$ cat src/rtl/vpu_timing_issuer.sv
// vpu_timing_issuer: holds one VPU request until its GAP/WTR/EX timing counters
// have expired, issues it as a command, and reloads the counters on issue.
module vpu_timing_issuer #(
  parameter int CNTR_WIDTH  = 4,
  parameter int ADDR_WIDTH  = 16,
  parameter int T_CMD       = 1,
  parameter int T_WTR       = 3,
  parameter int T_EX        = 6,
  parameter int STALL_WIDTH = 16
) (
  input  logic                    clk,
  input  logic                    rst_n,
  input  logic                    req_valid_i,
  output logic                    req_ready_o,
  input  logic [1:0]              req_op_i,
  input  logic [ADDR_WIDTH-1:0]   req_addr_i,
  output logic                    cmd_valid_o,
  input  logic                    cmd_ready_i,
  output logic [1:0]              cmd_op_o,
  output logic [ADDR_WIDTH-1:0]   cmd_addr_o,
  output logic [2:0]              tcnt_reset_cmd_o,
  output logic [3*CNTR_WIDTH-1:0] tcnt_reset_value_o,
  input  logic [2:0]              tcnt_is_zero_i,
  output logic                    busy_o,
  output logic [STALL_WIDTH-1:0]  stall_cnt_o
);
  localparam logic [1:0] OP_NOP = 2'd0;
  localparam logic [1:0] OP_RD  = 2'd1;
  localparam logic [1:0] OP_WR  = 2'd2;
  localparam logic [1:0] OP_EX  = 2'd3;

  typedef enum logic {IDLE, HOLD} state_t;

  state_t                 state_q, state_d;
  logic [1:0]             op_q, op_d;
  logic [ADDR_WIDTH-1:0]  addr_q, addr_d;
  logic [STALL_WIDTH-1:0] stall_q, stall_d;
  logic                   elig, hs;

  if (T_CMD >= 2**CNTR_WIDTH || T_WTR >= 2**CNTR_WIDTH || T_EX >= 2**CNTR_WIDTH) begin : g_bad_timing
    $error("vpu_timing_issuer: a T_* value does not fit in CNTR_WIDTH bits");
  end

  // Only RD waits on write-to-read turnaround; GAP and EX gate every command.
  assign elig               = tcnt_is_zero_i[0] && tcnt_is_zero_i[2] && (op_q != OP_RD || tcnt_is_zero_i[1]);
  assign cmd_valid_o        = rst_n && state_q == HOLD && elig;
  assign hs                 = cmd_valid_o && cmd_ready_i;
  assign tcnt_reset_cmd_o   = hs ? {op_q == OP_EX, op_q == OP_WR, 1'b1} : 3'b000;
  assign tcnt_reset_value_o = {CNTR_WIDTH'(T_EX), CNTR_WIDTH'(T_WTR), CNTR_WIDTH'(T_CMD)};
  assign req_ready_o        = rst_n && state_q == IDLE;
  assign busy_o             = state_q == HOLD;
  assign cmd_op_o           = op_q;
  assign cmd_addr_o         = addr_q;
  assign stall_cnt_o        = stall_q;

  always_comb begin
    state_d = state_q;
    op_d    = op_q;
    addr_d  = addr_q;
    stall_d = (state_q == HOLD && !elig && stall_q != '1) ? stall_q + 1'b1 : stall_q;
    if (state_q == IDLE) begin
      if (req_valid_i && req_op_i != OP_NOP) begin
        state_d = HOLD;
        op_d    = req_op_i;
        addr_d  = req_addr_i;
      end
    end else if (hs) begin
      state_d = IDLE;
    end
  end

  always_ff @(posedge clk) begin
    if (!rst_n) begin
      state_q <= IDLE;
      op_q    <= '0;
      addr_q  <= '0;
      stall_q <= '0;
    end else begin
      state_q <= state_d;
      op_q    <= op_d;
      addr_q  <= addr_d;
      stall_q <= stall_d;
    end
  end
endmodule

$ cat config.mk
export PLATFORM = sky130hd
export DESIGN_NAME = vpu_timing_issuer
export DESIGN_NICKNAME = d
export VERILOG_FILES = /design/src/rtl/vpu_timing_issuer.sv
export SDC_FILE = /design/constraint.sdc
export NUM_CORES = 1
export LEC_CHECK = 0
export BUFFER_PORTS_ARGS = -buffer_cell sky130_fd_sc_hd__buf_2
export CORE_ASPECT_RATIO = 0.6
export CORE_MARGIN = 2
export CORE_UTILIZATION = 46
export DETAILED_ROUTE_END_ITERATION = 8
export HOLD_SLACK_MARGIN = 0.05
export PLACE_DENSITY_LB_ADDON = 0.08
export SKIP_CTS_REPAIR_TIMING = 1
export SYNTH_ARGS = -nofsm -noshare
export SYNTH_HDL_FRONTEND = slang
export SYNTH_SLANG_ARGS = --single-unit
$ cat constraint.sdc
create_clock -name clk -period 2.26 [get_ports clk]
set_clock_uncertainty 0.15 [all_clocks]
set_input_delay 0.452 -clock clk [delete_from_list [all_inputs] [get_ports clk]]
set_output_delay 0.452 -clock clk [all_outputs]
set_load 0.02 [all_outputs]
* Yosys cells after proc, flatten, opt, wreduce, memory -nomap -nowiden
Index checks and enable logic that the tools add are counted.
Word-level totals: bits in registers 35, bits in latches 0, RAM bits 0, ROM bits 0, output and inout bits 52, memories 0
Operators by class: $add $sub $neg 1, $mul 0, divide/modulo/power cells 0, $lt $le $gt $ge 0, eq/ne operators 4, shift-type cells 0, mux-type cells 4, bitwise operators 1, reduce and logical (&&, ||, !) cells 13
Operator list (count):
- adder 16 x 1 -> 16 bit, second input constant | 1
- != test 16 bit, second input constant | 1
- logical AND 1 bit | 9
- equality test 2 bit, second input constant | 2
- two-way mux 1 bit | 3
- two-way mux 3 bit | 1
- != test 2 x 1 -> 1 bit, second input constant | 1
- AND reduction 2 bit | 1
- nonzero test 2 bit | 1
- zero test 1 bit | 1
- logical OR 1 bit | 1
- NOT 1 bit | 1

* Longest topological paths before layout
Gate-level depths: netlist (run 1).
depth in word-level cells 7, gate-level depth with buffers 7, depth with buffers taken out 6

* Worst setup path before layout (run 1)
Ideal clock, no wire load.
path kind register -> register, start point register stall_q[0], in the netlist stall_cnt_o[0], end point register stall_q[10], in the netlist stall_cnt_o[10], arrival time 1.780 ns, data required time 1.995 ns, slack 0.215 ns, cell stages (with the launch flop) 8, path buffers 1, clock period less this slack 2.045 ns, cells stage by stage dfxtp_1 -> ha_1 -> nand4_1 -> nor4_4 -> buf_4 -> nor4_1 -> xor2_1 -> and2_1
On the way: longest elaborated chain between the ends 2, elaborated cells between the ends (all ways) 3, those cells by class 1 x add/sub; 1 x eq/ne; 1 x reduce/logical
Ends and longest elaborated chain:
- from (decl) | RTL line 37 | logic [STALL_WIDTH-1:0] stall_q, stall_d;
- from (signal assigned) | RTL line 82 | stall_q <= stall_d;
- parallel branches: the longest is 2 deep, another holds adder 16 x 1 -> 16 bit
Several ways; the timed one is not identified. A chain may end at the register's enable or synchronous reset.

* Worst setup path after layout (run 1)
start point register op_q[1], in the netlist cmd_op_o[1], end point output port tcnt_reset_cmd_o[2]
On the way: longest elaborated chain between the ends 6, elaborated cells between the ends (all ways) 7, those cells by class 2 x eq/ne; 1 x mux; 4 x reduce/logical
Ends and longest elaborated chain:
- from (decl) | RTL line 35 | logic [1:0] op_q, op_d;
- from (signal assigned) | RTL line 80 | op_q <= op_d;
- != test 2 x 1 -> 1 bit | RTL line 45 | assign elig = tcnt_is_zero_i[0] && tcnt_is_zero_i[2] && (op_q != OP_RD || tcnt_is_zero_i[1]);
- logical OR 1 bit | RTL line 45
- logical AND 1 bit | RTL line 45
- logical AND 1 bit | RTL line 46 | assign cmd_valid_o = rst_n && state_q == HOLD && elig;
- logical AND 1 bit | RTL line 47 | assign hs = cmd_valid_o && cmd_ready_i;
- two-way mux 3 bit * | RTL line 48 | assign tcnt_reset_cmd_o = hs ? {op_q == OP_EX, op_q == OP_WR, 1'b1} : 3'b000;
- to (decl) | RTL line 21 | output logic [2:0] tcnt_reset_cmd_o,
Every way passes the cells marked *; elsewhere a longest branch is shown, timed or not.

==> results.md, run 1 <==
- Status: complete, no violations
- Crit path arrival time: 1.50 ns
- Crit-path leading delay family: simple AND/OR/NAND/NOR gates
- P&R area growth vs syn: 25.7%
- Residual DRC count: 0
- Worst EP required: 1.66 ns
- WL/cell: 11.8 um
- Register bit total from synthesis: 35
- RD Place Congestion: 0.901
- Startpoint Class: flip-flop
- YS warnings: 0
- Critical path's slowest cell: dfxtp_2
- Worst Tran Pin Value: 1.10 ns
- Starting Density: 0.497
- Slowest cell delay on critical path: 0.36 ns
- Sink Count: 35
- Vias/cell: 4.86
- Pwr/cell area: 665 nW/um^2
- Max-Cap Viols: 0
- Gr ovfl total: 0
- Vias: 1492
- Die H: 50.8 um
- Core ar.: 3380 sq um
- Htree depth: 2
- Vias in the first global route: 1305
- Lkg Pwr: 1.06 nW
- Post-synth ARST share: 0
- Initial DRC Count: 49
- Distinct cells, synth: 31
- Clk_lat worst skew: 0.28 ns
- Global-route wire length before repair: 6.01 mm
- Unrepaired setup endpoints after global routing: false
- Worst setup EP type: primary output
- Placed Cells: 299
- Final cell count without fillers: 307
- Pin count of the biggest net entering global routing: 28
- Row count: 16
- Fin area: 2110 sq um
- Crit path cell chain: nor3b_4, nor2_1, and4_1, and3_1, buf_2
- Hpwl dp: 2.70 mm
- CP bufs+invs: 1
- Min-Delay Path Class: in -> reg
- Post-Syn Area: 1680 sq um
- Die area: 4170 sq um
- CP max FO: 5
- Crit Path Class: reg -> out
- Fmax: 477 MHz
- Syn Area/Cell: 8.49 sq um
- Die Wd: 82.1 um
- Antenna-violating nets left: 0
- Placed Area: 1990 sq um
- Post-synth EDFFs: 0
- Final period util: 0.928
- Endpoints failing setup: 0
- Drt total wl: 3.64 mm
- Port Buf Inserts: 64
- Clk pin slew, worst setup/hold paths: 0.07 ns
- CTS Buf Count: 5
- DP Worst Slack: 0.189 ns
- Clk root buf: clkbuf_8
- Sequential fraction of the synthesis area: 0.417
- Fin. Hold Viols: 0
- Final net count: 287
- Worst setup margin: 0.162 ns
- # diodes: 0
- GRT Util Overall: 0.191
- Initial DRT Pass Iterations: 4
- IO Count: 77
- Max VDD drop: 0.370 mV
- Initial antenna violation count: 0
- Slew headroom: 0.259
- Worst-case clock buffer depth: 2
- Layout cell share with drive strength beyond 1: 0.313
- Syn Inst Count: 198
- Fin crit period: 2.10 ns
- Setup TNS: 0 ns
- Max Slew Vio Count: 0
- TritonCTS clock tree: built
- Primary FF master, synth: dfxtp_1
-- state kept, by name (all words and copies together), names as in the netlist --
| name | count |
|---|---|
| stall_cnt_o | 16 |
| busy_o | 1 |
| cmd_addr_o | 16 |
| cmd_op_o | 2 |
-- cell type report --
type / instances / area, sq um
flip-flops and latches: 35 / 703
repair buffers: 68 / 350
fillers: 317 / 1270
well taps: 45 / 56.3
multi-input cells: 151 / 887
clock inverters: 2 / 35.0
clock buffers: 6 / 82.6
-- where the power goes --
group	internal (mW)	switching [mW]	total, mW
Clock	0.357	0.220	0.576
Sequential	0.641	0.0164	0.657
Combinational	0.0612	0.112	0.173
-- final timing paths --
check                           cells after the start            from  slack [ns]                   to
worst max-delay path                                5     cmd_op_o[1]        0.16  tcnt_reset_cmd_o[2]
worst min-delay path                                3  req_addr_i[11]        0.26       cmd_addr_o[11]
worst max register to register                      7  stall_cnt_o[0]        0.18      stall_cnt_o[13]
worst min register to register                      2  cmd_addr_o[11]        0.31       cmd_addr_o[11]
-- cell families (layout without fill, tap and decap cells) --
group,after synthesis,in the layout,synth area share
xor gates and xnor gates,13,13,0.0677
muxes,1,1,0.00595
AOI/OAI and AO/OA,26,26,0.110
other,2,12,0.00447
and+or+nand+nor,98,98,0.306
adders and majority gates,1,1,0.00744
DFF,35,35,0.417
buffers and inverters,22,76,0.0818
-- per-layer routing --
metal / GRT usage / up-vias / routed length (um)
li1: - / 763 / -
met1: 0.276 / 654 / 1850
met2: 0.257 / 68 / 1340
met3: 0.0707 / 7 / 390
met4: 0.0667 / 0 / 56
met5: 0 / - / 0
-- placed cells by master (no fill, tap or decap) --
master,instances
dfxtp_2,2
nor4_1,5
and3_1,3
nand2b_1,1
or3_4,1
dfxtp_1,33
nand3_1,5
or3_1,1
nor4_4,1
o21ai_0,2
xnor2_1,1
o21ai_1,2
buf_4,4
or2_2,1
and4_1,2
buf_2,64
and2_1,14
conb_1,12
nand2_1,45
nor3b_4,1
clkbuf_8,6
mux2i_1,1
nor3_1,5
bufinv_16,1
o21a_1,2
nor2b_1,3
clkinv_2,1
ha_1,1
a21boi_1,1
nor3b_1,2
a21boi_0,19
nand4_1,5
nor2_1,3
xor2_1,12
-- cell usage after synthesis, types with 3 or more instances --
cell type  count  share of area
nand2_1       45           0.10
dfxtp_1       35           0.42
a21boi_0      19          0.085
and2_1        14          0.052
buf_4         14          0.062
xor2_1        12          0.062
clkbuf_1       6          0.013
nand3_1        5          0.015
nand4_1        5          0.019
nor3_1         5          0.015
nor4_1         5          0.019
and3_1         3          0.011
nor2_1         3         0.0067
nor2b_1        3          0.011
-- stage by stage --
step | util | total power, mW | hold WS [ns]
after detailed placement | 0.588 | 0.843 | 0.303
final | 0.625 | 1.41 | 0.255
after global placement | 0.588 | 0.840 | 0.301
after global routing | 0.625 | 1.48 | 0.261
after CTS | 0.622 | 1.42 | 0.246
after floorplan | - | 0.795 | 0.391
-- worst min-delay path: cells and delay by family --
kind / cells / cell delay [ns]
compound gates: 1 / 0.06
buf+inv: 1 / 0.09
simple gates: 1 / 0.04
Power figures use the tool's default switching activity.
==> inputs of run 2 (changes only) <==
Settings changed: CORE_UTILIZATION 46 to 48, CTS_BUF_LIST set to sky130_fd_sc_hd__clkbuf_8, SLEW_MARGIN set to 20.
==> results.md, run 2 (synthesized netlist as in run 1, its figures left out) <==
- Hold_sp: req_addr_i[6]
- Worst setup EP type: primary output
- Slew headroom: 0.293
- Placed Cells: 300
- IO Count: 77
- Hpwl dp: 2.57 mm
- P&R area growth vs syn: 23.5%
- Initial DRT Pass Iterations: 4
- Worst Tran Pin Value: 1.05 ns
- Pwr/cell area: 600 nW/um^2
- Die H: 49.8 um
- Starting Density: 0.509
- Sink Count: 35
- Row count: 16
- Worst EP required: 1.66 ns
- Unrepaired setup endpoints after global routing: false
- Clk pin slew, worst setup/hold paths: 0.07 ns
- Min-Delay Path Class: in -> reg
- Setup TNS: 0 ns
- Clk_lat worst skew: 0.28 ns
- Max-Cap Viols: 0
- WL/cell: 11.5 um
- Reg-to-Reg Start: stall_cnt_o[0]
- Drt total wl: 3.54 mm
- Fmax: 468 MHz
- Max Slew Vio Count: 0
- Fin. Hold Viols: 0
- Clk root buf: clkbuf_8
- Final cell count without fillers: 308
- GRT Util Overall: 0.188
- # diodes: 0
- Final period util: 0.945
- CTS Buf Count: 5
- Antenna-violating nets left: 0
- Endpoints failing setup: 0
- Most frequent cells in the layout: buf_2 (64), nand2_1 (45), dfxtp_1 (35)
- Htree depth: 2
- Gr ovfl total: 0
- Commonest non-fill, non-tap cell in the layout: buf_2
- Vias in the first global route: 1276
- Die area: 4010 sq um
- TritonCTS clock tree: built
- Vias/cell: 4.86
- Fin crit period: 2.14 ns
- Crit Path Class: reg -> out
- Initial DRC Count: 76
- Vias: 1496
- Flop-to-flop setup slack: 0.22 ns
- Global-route wire length before repair: 5.83 mm
- CP max FO: 5
- Die Wd: 80.4 um
- CP startpoint: cmd_op_o[0]
- Crit path arrival time: 1.53 ns
- DP Worst Slack: 0.183 ns
- Initial antenna violation count: 0
- Lkg Pwr: 1.06 nW
- Layout cell share with drive strength beyond 1: 0.300
- Port Buf Inserts: 64
- Max VDD drop: 0.373 mV
- Core ar.: 3300 sq um
- Worst-case clock buffer depth: 2
- Pin count of the biggest net entering global routing: 38
- Final net count: 288
- Residual DRC count: 0
- RD Place Congestion: 0.900
- Worst setup margin: 0.124 ns
- Startpoint Class: flip-flop
- Status: complete, no violations
## run 2: changes by cell type in the layout (fill, tap and decap cells not counted)
cell	change
dfxtp_1	+2
dfxtp_2	-2
inv_1	+2
buf_4	+1
bufinv_16	-1
clkbuf_8	-1
nor3b_2	+1
nor3b_4	-1
## run 2: per-layer routing
metal  share of wire  vias to the layer above  GRT usage
met2            0.37                       67      0.261
met1            0.52                      659      0.278
li1                -                      765          -
met4          0.0082                        0     0.0678
met3           0.098                        5     0.0513
met5               0                        -          0
## run 2: critical path, cell delays in order (launching register included)
cell and delay (ns):
dfxtp_1 0.38, nor3b_2 0.22, nor2_1 0.07, and4_1 0.24, and3_1 0.18, buf_2 0.15
## run 2: path summary, 6_finish.rpt
kind / end / depth (start not counted)
worst max-delay path: tcnt_reset_cmd_o[2] / 5
worst min-delay path: cmd_addr_o[6] / 3
worst max register to register: stall_cnt_o[12] / 6
worst min register to register: cmd_addr_o[10] / 2
## run 2: per-stage QoR
step | area [sq um] | util | hold WS, ns | power, mW
floorplan | 1720 | - | 0.391 | 0.795
global route | 2080 | 0.629 | 0.262 | 1.31
finish | 2080 | 0.629 | 0.266 | 1.25
global placement | 2000 | 0.604 | 0.302 | 0.842
CTS | 2080 | 0.629 | 0.257 | 1.26
detailed placement | 2000 | 0.604 | 0.304 | 0.842
## run 2: report_power, final
group          internal, mW  total, mW  switching, mW
sequential            0.640      0.656         0.0153
clock                 0.207      0.419          0.212
combinational        0.0612      0.172          0.110
## run 2: cell type report
| type | instances | area, sq um |
|---|---|---|
| well taps | 45 | 56.3 |
| repair buffers | 69 | 358 |
| multi-input cells | 151 | 881 |
| fillers | 310 | 1230 |
| clock buffers | 5 | 68.8 |
| clock inverters | 3 | 12.5 |
| flip-flops and latches | 35 | 701 |
==> inputs of run 3 (changes only) <==
Settings changed: BUFFER_PORTS_ARGS -buffer_cell sky130_fd_sc_hd__buf_2 to unset, CORE_UTILIZATION 48 to 65, DONT_BUFFER_PORTS set to 1, MAX_ROUTING_LAYER set to met4.
==> results.md, run 3 (synthesized netlist as in run 1, its figures left out) <==
- TritonCTS clock tree: built
- Commonest non-fill, non-tap cell in the layout: nand2_1
- Max Slew Vio Count: 0
- Worst path depth: 6
- Global-route wire length before repair: 5.88 mm
- Slew headroom: 0.619
- P&R area growth vs syn: 9.82%
- Final Total Pwr: 1.20 mW
- Pin count of the biggest net entering global routing: 40
- Die area: 3020 sq um
- Unrepaired setup endpoints after global routing: false
- Clk pin slew, worst setup/hold paths: 0.07 ns
- RD Place Congestion: 0.956
- Initial antenna violation count: 0
- Setup TNS: 0 ns
- Row count: 14
- Initial DRC Count: 110
- Crit path cell chain: nor3b_2, nor2_1, and4_2, nand2_1, nor2_1, buf_4
- Port Buf Inserts: 0
- Vias in the first global route: 1223
- Crit-path leading delay family: simple AND/OR/NAND/NOR gates
- Drt total wl: 3.56 mm
- Critical path's slowest cell: and4_2
- Endpoints failing setup: 0
- Vias: 1372
- # diodes: 0
- Htree depth: 2
- Die Wd: 69.7 um
- Die H: 43.4 um
- Max VDD drop: 0.671 mV
- Worst Tran Pin Value: 0.571 ns
- Hpwl dp: 2.67 mm
- Vias/cell: 5.60
- Final period util: 0.951
- Crit Path Class: reg -> out
- Final net count: 238
- Fin. Hold Viols: 0
- Hold Crit Depth: 1
- Startpoint Class: flip-flop
- IO Count: 77
- Fmax: 465 MHz
- Worst setup margin: 0.111 ns
- Most frequent cells in the layout: nand2_1 (45), dfxtp_1 (35), a21boi_0 (19), buf_4 (19), and2_1 (14)
- Max-Cap Viols: 0
- Initial DRT Pass Iterations: 4
- Worst EP required: 1.66 ns
- Fin crit period: 2.15 ns
- CP max FO: 4
- Fin area: 1850 sq um
- DP Worst Slack: 0.269 ns
- Worst-case clock buffer depth: 2
- Sink Count: 35
- WL/cell: 14.5 um
- Placed Area: 1760 sq um
- CTS Buf Count: 5
- Clk_lat worst skew: 0.28 ns
- Slowest cell delay on critical path: 0.37 ns
- Final Core Density: 0.742
- Clk root buf: clkbuf_8
- Pwr/cell area: 649 nW/um^2
- Most frequent CP cell: nor2_1
- Antenna-violating nets left: 0
- Worst setup EP type: primary output
- GRT Util Overall: 0.260
- Residual DRC count: 0
- Core ar.: 2490 sq um
- Layout cell share with drive strength beyond 1: 0.141
- Status: complete, no violations
- CP bufs+invs: 1
- Min-Delay Path Class: in -> reg
- Gr ovfl total: 0
- Worst Reg2Reg Path Length in Cells: 7
- Crit path arrival time: 1.55 ns
- Lkg Pwr: 0.823 nW
- Starting Density: 0.676
run 3: changes by cell type in the layout (fill, tap and decap cells not counted), sizes merged:
cell and delta:
buf -50
run 3: worst paths after layout:
kind	from	endpoint	slack, ns
worst max-delay path	cmd_op_o[0]	tcnt_reset_cmd_o[1]	0.11
worst min register to register	cmd_addr_o[0]	cmd_addr_o[0]	0.41
worst max register to register	stall_cnt_o[1]	stall_cnt_o[0]	0.23
worst min-delay path	rst_n	stall_cnt_o[8]	0.15
run 3: layout make-up:
class | count | area, sq um
clock buffer | 5 | 68.8
fill | 201 | 641
tap | 32 | 40.0
clock inverter | 3 | 12.5
sequential | 35 | 701
multi-input combinational | 151 | 882
timing repair buffer | 19 | 143
run 3: through the flow:
step	instances	hold WS (ns)
floorplan	208	0.391
global placement	237	0.399
detailed placement	237	0.408
CTS	245	0.139
global route	245	0.131
finish	245	0.148
run 3: report_power, final:
group | total, mW | leakage, nW | internal [mW] | switching [mW]
clock | 0.412 | 0.0505 | 0.207 | 0.205
sequential | 0.679 | 0.285 | 0.640 | 0.0385
combinational | 0.107 | 0.488 | 0.0350 | 0.0718
run 3: per-layer routing:
metal  vias up  track usage  share of wire
li1        667            -              -
met1       631        0.327           0.47
met2        68        0.387           0.42
met3         6        0.105          0.094
met4         0       0.0885          0.012
met5         -            -              0
